File: config.mk
export PLATFORM = sky130hd
export DESIGN_NAME = display_scan
export DESIGN_NICKNAME = d
export VERILOG_FILES = /design/src/rtl/display_scan_pkg.sv /design/src/rtl/display_scan_seg7_hex.sv /design/src/rtl/display_scan.sv
export SDC_FILE = /design/constraint.sdc
export NUM_CORES = 1
export LEC_CHECK = 0
export BUFFER_PORTS_ARGS = -buffer_cell sky130_fd_sc_hd__buf_4
export CAP_MARGIN = 20
export CORE_MARGIN = 2
export CORE_UTILIZATION = 30
export CTS_BUF_LIST = sky130_fd_sc_hd__clkbuf_8
export DETAILED_ROUTE_END_ITERATION = 10
export SYNTH_ARGS = -nofsm -noshare
export SYNTH_HDL_FRONTEND = slang
export SYNTH_SLANG_ARGS = --single-unit
File: constraint.sdc
create_clock -name iClk -period 2.23 [get_ports iClk]
set_input_delay 0.3345 -clock iClk [delete_from_list [all_inputs] [get_ports iClk]]
set_output_delay 0.3345 -clock iClk [all_outputs]
set_load 0.02 [all_outputs]
File: src/rtl/display_scan_pkg.sv
// Shared types and constants for the multiplexed seven-segment scanner.
package display_scan_pkg;

  typedef enum logic [1:0] {
    S_OFF,
    S_GUARD,
    S_SHOW
  } scan_state_t;

  // Active-low hex patterns, bit 0 = segment a ... bit 6 = segment g; entry 15 is leftmost.
  localparam logic [15:0][6:0] HEX_SEG = {
    7'h0E, 7'h06, 7'h21, 7'h46, 7'h03, 7'h08, 7'h10, 7'h00,
    7'h78, 7'h02, 7'h12, 7'h19, 7'h30, 7'h24, 7'h79, 7'h40
  };

  function automatic int max_int(input int a, input int b);
    return (a > b) ? a : b;
  endfunction

endpackage

File: src/rtl/display_scan_seg7_hex.sv
// Combinational hex nibble to active-low seven-segment decoder.
module seg7_hex (
  input  logic [3:0] hex,
  output logic [6:0] seg
);
  import display_scan_pkg::*;

  assign seg = HEX_SEG[hex];

endmodule

File: src/rtl/display_scan.sv
// Multiplexed seven-segment scanner with guard blanking between digits and
// frame-aligned (tear-free) display updates.
module display_scan #(
  parameter int DIGITS = 8,
  parameter int DIV    = 50000,
  parameter int GUARD  = 16
) (
  input  logic                  iClk,
  input  logic                  iRst_n,
  input  logic                  iEn,
  input  logic                  iLoad,
  input  logic [4*DIGITS-1:0]   iData,
  input  logic [DIGITS-1:0]     iBlank,
  input  logic [DIGITS-1:0]     iDp,
  output logic [6:0]            oSeg,
  output logic                  oDp,
  output logic [DIGITS-1:0]     oAn,
  output logic                  oAck
);
  import display_scan_pkg::*;

  localparam int IDX_W   = (DIGITS > 1) ? $clog2(DIGITS) : 1;
  localparam int CNT_MAX = max_int(DIV, GUARD) - 1;
  localparam int CNT_W   = (CNT_MAX > 0) ? $clog2(CNT_MAX + 1) : 1;

  localparam logic [CNT_W-1:0] SHOW_LAST  = CNT_W'(DIV - 1);
  localparam logic [CNT_W-1:0] GUARD_LAST = CNT_W'(GUARD - 1);
  localparam logic [IDX_W-1:0] IDX_LAST   = IDX_W'(DIGITS - 1);

  scan_state_t          state;
  logic [IDX_W-1:0]     idx;
  logic [CNT_W-1:0]     cnt;
  logic [4*DIGITS-1:0]  disp;
  logic [4*DIGITS-1:0]  pend;
  logic                 pend_valid;

  logic [3:0]           nibble;
  logic [6:0]           hex_seg;
  logic [DIGITS-1:0]    an_cur;
  logic                 showing;
  logic                 boundary;
  logic                 apply_now;

  always_comb begin
    nibble    = disp[4*int'(idx) +: 4];
    an_cur    = ~(DIGITS'(1) << idx);
    showing   = (state == S_SHOW);
    boundary  = showing && (cnt == SHOW_LAST) && (idx == IDX_LAST);
    apply_now = (state == S_OFF) || !iEn || boundary;
  end

  seg7_hex u_seg7_hex (
    .hex (nibble),
    .seg (hex_seg)
  );

  always_ff @(posedge iClk or negedge iRst_n) begin
    if (!iRst_n) begin
      state <= S_OFF;
      idx   <= '0;
      cnt   <= '0;
    end else if (!iEn) begin
      state <= S_OFF;
      idx   <= '0;
      cnt   <= '0;
    end else begin
      case (state)
        S_OFF: begin
          state <= S_GUARD;
          cnt   <= '0;
        end
        S_GUARD: begin
          if (cnt == GUARD_LAST) begin
            state <= S_SHOW;
            cnt   <= '0;
          end else begin
            cnt <= cnt + 1'b1;
          end
        end
        S_SHOW: begin
          if (cnt == SHOW_LAST) begin
            state <= S_GUARD;
            cnt   <= '0;
            idx   <= (idx == IDX_LAST) ? '0 : idx + 1'b1;
          end else begin
            cnt <= cnt + 1'b1;
          end
        end
        default: begin
          state <= S_OFF;
          idx   <= '0;
          cnt   <= '0;
        end
      endcase
    end
  end

  // Loads land directly when dark or at the frame boundary; otherwise they wait in pend.
  always_ff @(posedge iClk or negedge iRst_n) begin
    if (!iRst_n) begin
      disp       <= '0;
      pend       <= '0;
      pend_valid <= 1'b0;
      oAck       <= 1'b0;
    end else begin
      oAck <= 1'b0;
      if (apply_now) begin
        if (iLoad) begin
          disp       <= iData;
          pend_valid <= 1'b0;
          oAck       <= 1'b1;
        end else if (pend_valid) begin
          disp       <= pend;
          pend_valid <= 1'b0;
          oAck       <= 1'b1;
        end
      end else if (iLoad) begin
        pend       <= iData;
        pend_valid <= 1'b1;
      end
    end
  end

  always_ff @(posedge iClk or negedge iRst_n) begin
    if (!iRst_n) begin
      oAn  <= '1;
      oSeg <= 7'h7F;
      oDp  <= 1'b1;
    end else begin
      oAn  <= showing ? an_cur : '1;
      oSeg <= (showing && !iBlank[idx]) ? hex_seg : 7'h7F;
      oDp  <= !(showing && iDp[idx]);
    end
  end

endmodule

-- Yosys cells after proc, flatten, opt, wreduce, memory -nomap -nowiden
Memories as Yosys holds them, arrays and structs flattened.
Index checks and enable logic that the tools add are counted.
- register bits: 103
- ROM bits: 112
- input port bits: 52
- output and inout bits: 17
- logic and storage cells: 70
- memories: 1
- memory list (name ; words ; bits a word ; read ports ; clocked after memory_dff ; wr ports ; line ; RTL):
    (no name shown) ; 16 ; 7 ; 1 ; 0 ; 0 ; display_scan_seg7_hex.sv:8 ; assign seg = HEX_SEG[hex];
- add/sub/neg operators: 2
- magnitude comparators: 2
- equal/unequal tests: 8
- shift-type cells: 2
- multiplexer cells: 26
- bitwise logic cells: 2
- reductions and logical operators: 17
- operator list (operator ; count):
    $mux W32 ; 2
    $mux W16 ; 3
    $pmux W16 S2 ; 1
    $shiftx A32 B6 Y4 ; 1
    $add A16 B1 Y16 const B ; 1
    $eq A16 B16 Y1 const B ; 1
    $eq A16 B4 Y1 const B ; 1
    $mux W7 ; 2
    $mux W3 ; 3
    $mux W8 ; 1
    $not A8 Y8 ; 1
    $reduce_and A2 Y1 ; 4
    $shl A1 B3 Y8 const A ; 1
    $mux W1 ; 7
    $bmux W1 S3 ; 2
    $mux W2 ; 3
    $pmux W2 S3 ; 1
    $pmux W3 S2 ; 1
    $lt A4 B5 Y1 const B ; 1
    $logic_and A1 B1 Y1 ; 4
    $lt A3 B4 Y1 const B ; 1
    $reduce_bool A2 Y1 ; 2
    $add A3 B1 Y3 const B ; 1
    $eq A3 B3 Y1 const B ; 1
    other kinds (10) ; 13

-- Longest topological paths before layout
- word-level depth: 6
- depth in mapped cells: 9
- depth with buffers taken out: 7

-- Cells and area by module
Synthesis repeated with hierarchy kept, for this count alone.
- cell total of the unflattened synthesis: 605
- area, all modules: 6062.1 sq um
- modules (own cells, without submodules) (module ; instances ; cells an instance ; area each (sq um) ; seq. area each (sq um)):
    display_scan ; 1 ; 574 ; 5809.3 ; 2597.5
    seg7_hex ; 1 ; 31 ; 252.7 ; 0.0

-- Worst setup path before layout
OpenSTA, ideal clock, no wires.
- kind: reg2reg
- start point: register idx[1]
- end point: register oSeg[3]
- setup time: 95 ps
- arrival: 2161 ps
- required time: 2135 ps
- path slack: -26 ps
- stages on the path, launching flop included: 9
- buffers on the path: 1
- clock period less this slack: 2256 ps
- path through: dfrtp_1 buf_1 mux4_2 mux2i_1 inv_1 ha_1 a21boi_0 o21ai_0 o211ai_1
- word-level cells in the longest chain between the ends: 5
- elaborated cells between the ends (all ways): 8
- classes of those cells: shift: 1; mux: 4; reduce/logical: 2; memory: 1
- ends and longest elaborated chain (element ; line ; RTL):
    start: declaration ; display_scan.sv:31 ; logic [IDX_W-1:0] idx;
    start signal: assignment ; display_scan.sv:84 ; idx <= (idx == IDX_LAST) ? '0 : idx + 1'b1;
    parallel branches: the longest is 4 deep, another holds $mem_v2 Z16 W7 ; - ;
    $mux W7 (*) ; display_scan.sv:131 ; oSeg <= (showing && !iBlank[idx]) ? hex_seg : 7'h7F;
    end signal: assignment ; display_scan.sv:131 ;
    end: declaration ; display_scan.sv:15 ; output logic [6:0] oSeg,
Every way passes the cells marked *. The select of a mux whose other input is x is not followed.
A chain may end at the register's enable or synchronous reset.

-- Final worst setup path
- start point: register idx[0]
- end point: register oSeg[3]
Same word-level chain as after synthesis.

==> out/summary.log <==
INFO  placement      dp.cells=729
INFO  synthesis      yosysSeqAreaShare=0.500
INFO  layout         final.fill_count=1680
INFO  clocking       clk_pin_slew_worst_paths=0.10ns
INFO  routing        wirelength=12100um
INFO  synthesis      synth-xor-area-share=0.0236
INFO  clocking       ctsHtreeMaxLevel=3
INFO  synthesis      syn_area=0.00520mm^2
INFO  synthesis      yosysWarningCount=0
INFO  synthesis      synth_async_sr_flop_share=1.00
INFO  sta            timing.final.hold_violations=0
INFO  synthesis      synth_top_family_by_area=simple AND/OR/NAND/NOR gates
INFO  layout         nets=590
INFO  routing        drt-vias-per-instance=4.98
INFO  layout         highest_count_cells_in_the_layout_ignoring_fill_and_taps=sky130_fd_sc_hd__buf_4, sky130_fd_sc_hd__dfrtp_1, sky130_fd_sc_hd__a21oi_1
INFO  synthesis      synth.avg_cell_area=11.8um^2
INFO  sta            setup_slack=0.0797ns
INFO  setup_path     worst-path-max-fanout=5
INFO  grt            global_route.peak_usage_layer=met2
INFO  sta            timing.final.max_slew_violations=0
INFO  clocking       cts_tree=done
INFO  placement      dp_hpwl=8610um
INFO  synthesis      synth_compound_area_frac=0.128
INFO  synthesis      most_used_flip_flop_cell_after_synthesis=sky130_fd_sc_hd__dfrtp_1
INFO  sta            final_period_minus_worst_setup_slack=2.15ns
INFO  setup_path     worst-setup-path-type=register to register
INFO  floorplanning  chip_height=136um
INFO  layout         final_cell_count_no_fill=750
INFO  grt            first_global_vias=3912
INFO  routing        first_pass_iters=6
INFO  synthesis      synth_fp_nets=511
INFO  layout         mostFrequentLayoutCell=sky130_fd_sc_hd__buf_4
INFO  grt            grt_use_total=0.139
INFO  setup_path     cp-startpoint=idx[0]
INFO  routing        detail_route.drc_violations=0
INFO  layout         sequential_cell_area=0.00260mm^2
INFO  placement      minimum_setup_slack_after_placement=-0.0273ns
INFO  synthesis      post_synth_and_or_nand_nor_area_fraction=0.136
INFO  worst_hold_path hold_class=input port to register
INFO  floorplanning  floorplan.initialDensity=0.304
INFO  grt            grt_start_max_net_pins=39
INFO  clocking       clock_sinks=103
INFO  layout         utilization=0.371
INFO  synthesis      ys_seq_elements=103
INFO  synthesis      synth_adder_area_share=0.0409
INFO  setup_path     start_kind=register
INFO  setup_path     worst_r2r_startpoint=idx[0]
INFO  placement      io_buffer_count=68
INFO  floorplanning  die_x=136um
INFO  grt            global_route.usage.met1=0.179
INFO  pwr            power.density_cell_area=957mW/mm^2
INFO  grt            global_route.overflow_total=0
INFO  synthesis      yosys-mux-area-fraction=0.130
INFO  worst_hold_path holdCritStartpoint=iData[4]
INFO  sta            max_freq=465MHz
INFO  pwr            report.power.total=0.00607W
INFO  floorplanning  floorplan.die_area=0.0184mm^2
INFO  grt            gr-usage-met2=0.225
INFO  routing        route.vias.total=3732
INFO  sta            worst_slew_pin_slew=0.534ns
INFO  synthesis      syn_inst=442
INFO  pwr            p_leak=2.81nW
INFO  floorplanning  core_ar=0.0171mm^2
INFO  setup_path     end_kind=register
INFO  sta            timing.max_slew.rel_slack=0.641
INFO  sta            fin_worst_skew=0.0126ns
INFO  layout         total_area_of_multi_input_combinational_cells=0.00240mm^2
INFO  synthesis      synth.lib_cells_used.distinct=50
INFO  clocking       clk_path_buf_depth=2
INFO  routing        route.antenna.remaining_nets=0
INFO  layout         antenna_cells=0
INFO  synthesis      number_of_enable_flip_flop_cells_after_synthesis=0
INFO  clocking       insertion_delay=0.38ns
INFO  grt            global_route_wire_length_before_repair=20000um
INFO  run_status     status=complete, no violations
INFO  placement      gp_congestion=0.865
INFO  grt            number_of_antenna_violations_at_the_first_check_in_global_routing=0
INFO  setup_path     critical_path_required=2.52ns
INFO  grt            met3_resource_use_gr=0.0426
INFO  pwr            ir_drop=0.000357V
INFO  sta            finalSetupViolCount=0
INFO  routing        detail_route.iter0.violations=232
INFO  flow_run       max_cap_viol_count=0
INFO  floorplanning  core.rowCount=48
INFO  sta            setup_repair_after_global_routing_missed_its_margin=false
INFO  clocking       clk_root_buffer_cell=sky130_fd_sc_hd__clkbuf_8
INFO  layout         area_growth=22.2%
INFO  routing        detail_route.wl_per_cell=16.1um
INFO  layout         drive_above_1_share=0.349
INFO  sta            post-route-period-util=0.964
INFO  floorplanning  ios=69
INFO  setup_path     worstPathArrival=2.44ns
INFO  clocking       cts_buffers=9
==> where the power goes <==
group | internal, W | total (W) | switching [W]
sequential | 0.00247 | 0.00279 | 0.000315
clock | 0.000624 | 0.00127 | 0.000646
combinational | 0.00104 | 0.00202 | 0.000978
total | 0.00413 | 0.00607 | 0.00194
==> layer usage <==
| layer | routed length, um | part of all wire | vias up |
|---|---|---|---|
| li1 | - | - | 1766 |
| met1 | 5540 | 0.46 | 1871 |
| met2 | 5790 | 0.48 | 75 |
| met3 | 482 | 0.040 | 20 |
| met4 | 293 | 0.024 | 0 |
| met5 | 0 | 0 | - |
==> worst max-delay path, cell delays in order (launching register included) <==
cell and delay, ns:
sky130_fd_sc_hd__dfrtp_2 0.43, sky130_fd_sc_hd__buf_12 0.14, sky130_fd_sc_hd__mux4_2 0.50, sky130_fd_sc_hd__mux2i_1 0.19, sky130_fd_sc_hd__buf_4 0.16, sky130_fd_sc_hd__ha_1 0.24
sky130_fd_sc_hd__nor3_1 0.20, sky130_fd_sc_hd__o21ai_1 0.09, sky130_fd_sc_hd__o211ai_1 0.11
==> path summary, 6_finish.rpt <==
path,end,slack (ns),depth (start not counted)
worst min register to register,cnt[0],0.48,1
min in group asynchronous,cnt[6],0.46,2
worst min-delay path,pend[4],0.19,2
max in group asynchronous,oAn[2],1.10,3
worst max-delay path,oSeg[3],0.08,8
worst max register to register,oSeg[3],0.08,8
==> cell families after synthesis <==
| logic type | after synthesis |
|---|---|
| AND/OR/NAND/NOR | 118 |
| multiplexers | 51 |
| adder cells (fa/ha/maj) | 17 |
| buffers and inverters | 42 |
| XOR/XNOR | 14 |
| AO/OA/AOI/OAI | 97 |
| flip-flops | 103 |
==> cell usage after synthesis (3+ instances only) <==
cell / number / area share
sky130_fd_sc_hd__dfrtp_1: 87 / 0.42
sky130_fd_sc_hd__a21oi_1: 39 / 0.038
sky130_fd_sc_hd__mux2_2: 34 / 0.074
sky130_fd_sc_hd__and3b_1: 32 / 0.054
sky130_fd_sc_hd__o2bb2ai_1: 32 / 0.054
sky130_fd_sc_hd__nand2_1: 24 / 0.017
sky130_fd_sc_hd__nor2_1: 21 / 0.015
sky130_fd_sc_hd__ha_1: 17 / 0.041
sky130_fd_sc_hd__clkbuf_1: 16 / 0.012
sky130_fd_sc_hd__dfstp_2: 16 / 0.081
sky130_fd_sc_hd__inv_1: 13 / 0.0094
sky130_fd_sc_hd__nand3_1: 11 / 0.011
sky130_fd_sc_hd__mux4_2: 10 / 0.043
sky130_fd_sc_hd__xor2_1: 10 / 0.017
sky130_fd_sc_hd__o21ai_0: 8 / 0.0077
sky130_fd_sc_hd__mux2i_1: 7 / 0.013
sky130_fd_sc_hd__buf_4: 5 / 0.0072
sky130_fd_sc_hd__buf_6: 5 / 0.011
sky130_fd_sc_hd__nor3_1: 5 / 0.0048
sky130_fd_sc_hd__nand4_1: 4 / 0.0048
sky130_fd_sc_hd__nor2b_1: 4 / 0.0048
sky130_fd_sc_hd__o221ai_1: 4 / 0.0067
sky130_fd_sc_hd__xnor2_1: 4 / 0.0067
sky130_fd_sc_hd__and3_1: 3 / 0.0036
sky130_fd_sc_hd__o211ai_1: 3 / 0.0043
==> cell type report <==
type	instances	share of cell area
well taps	225	0.0443
repair buffers	97	0.127
clock inverters	6	0.0136
inverters	13	0.00768
multi-input cells	297	0.379
clock buffers	9	0.0195
flip-flops and latches	103	0.409
==> repair_timing <==
| action | in CTS | in global routing |
|---|---|---|
| gates cloned | 0 | 1 |
| hold buffers | 1 | 0 |
| gates resized for setup | 0 | 11 |
| endpoints found under the setup margin | 3 | 32 |
| pin swaps | 0 | 2 |
| hold endpoints to repair | 28 | 0 |
| buffers inserted | 3 | 1 |
==> state kept, by name, indices dropped and copies added, names as in the netlist <==
register    flops
disp           32
oAn             8
oDp             1
state           2
oSeg            7
cnt            16
pend           32
oAck            1
pend_valid      1
idx             3
==> per-stage QoR <==
stage               setup TNS (ns)  area (um^2)  hold WS, ns
finish                           0         6350        0.185
global route                     0         6350        0.163
CTS                              0         6290        0.166
detailed placement         -0.0549         6040        0.353
global placement                 0         6040        0.340
floorplan                        0         5200       0.0389
Power figures use the tool's default switching activity.
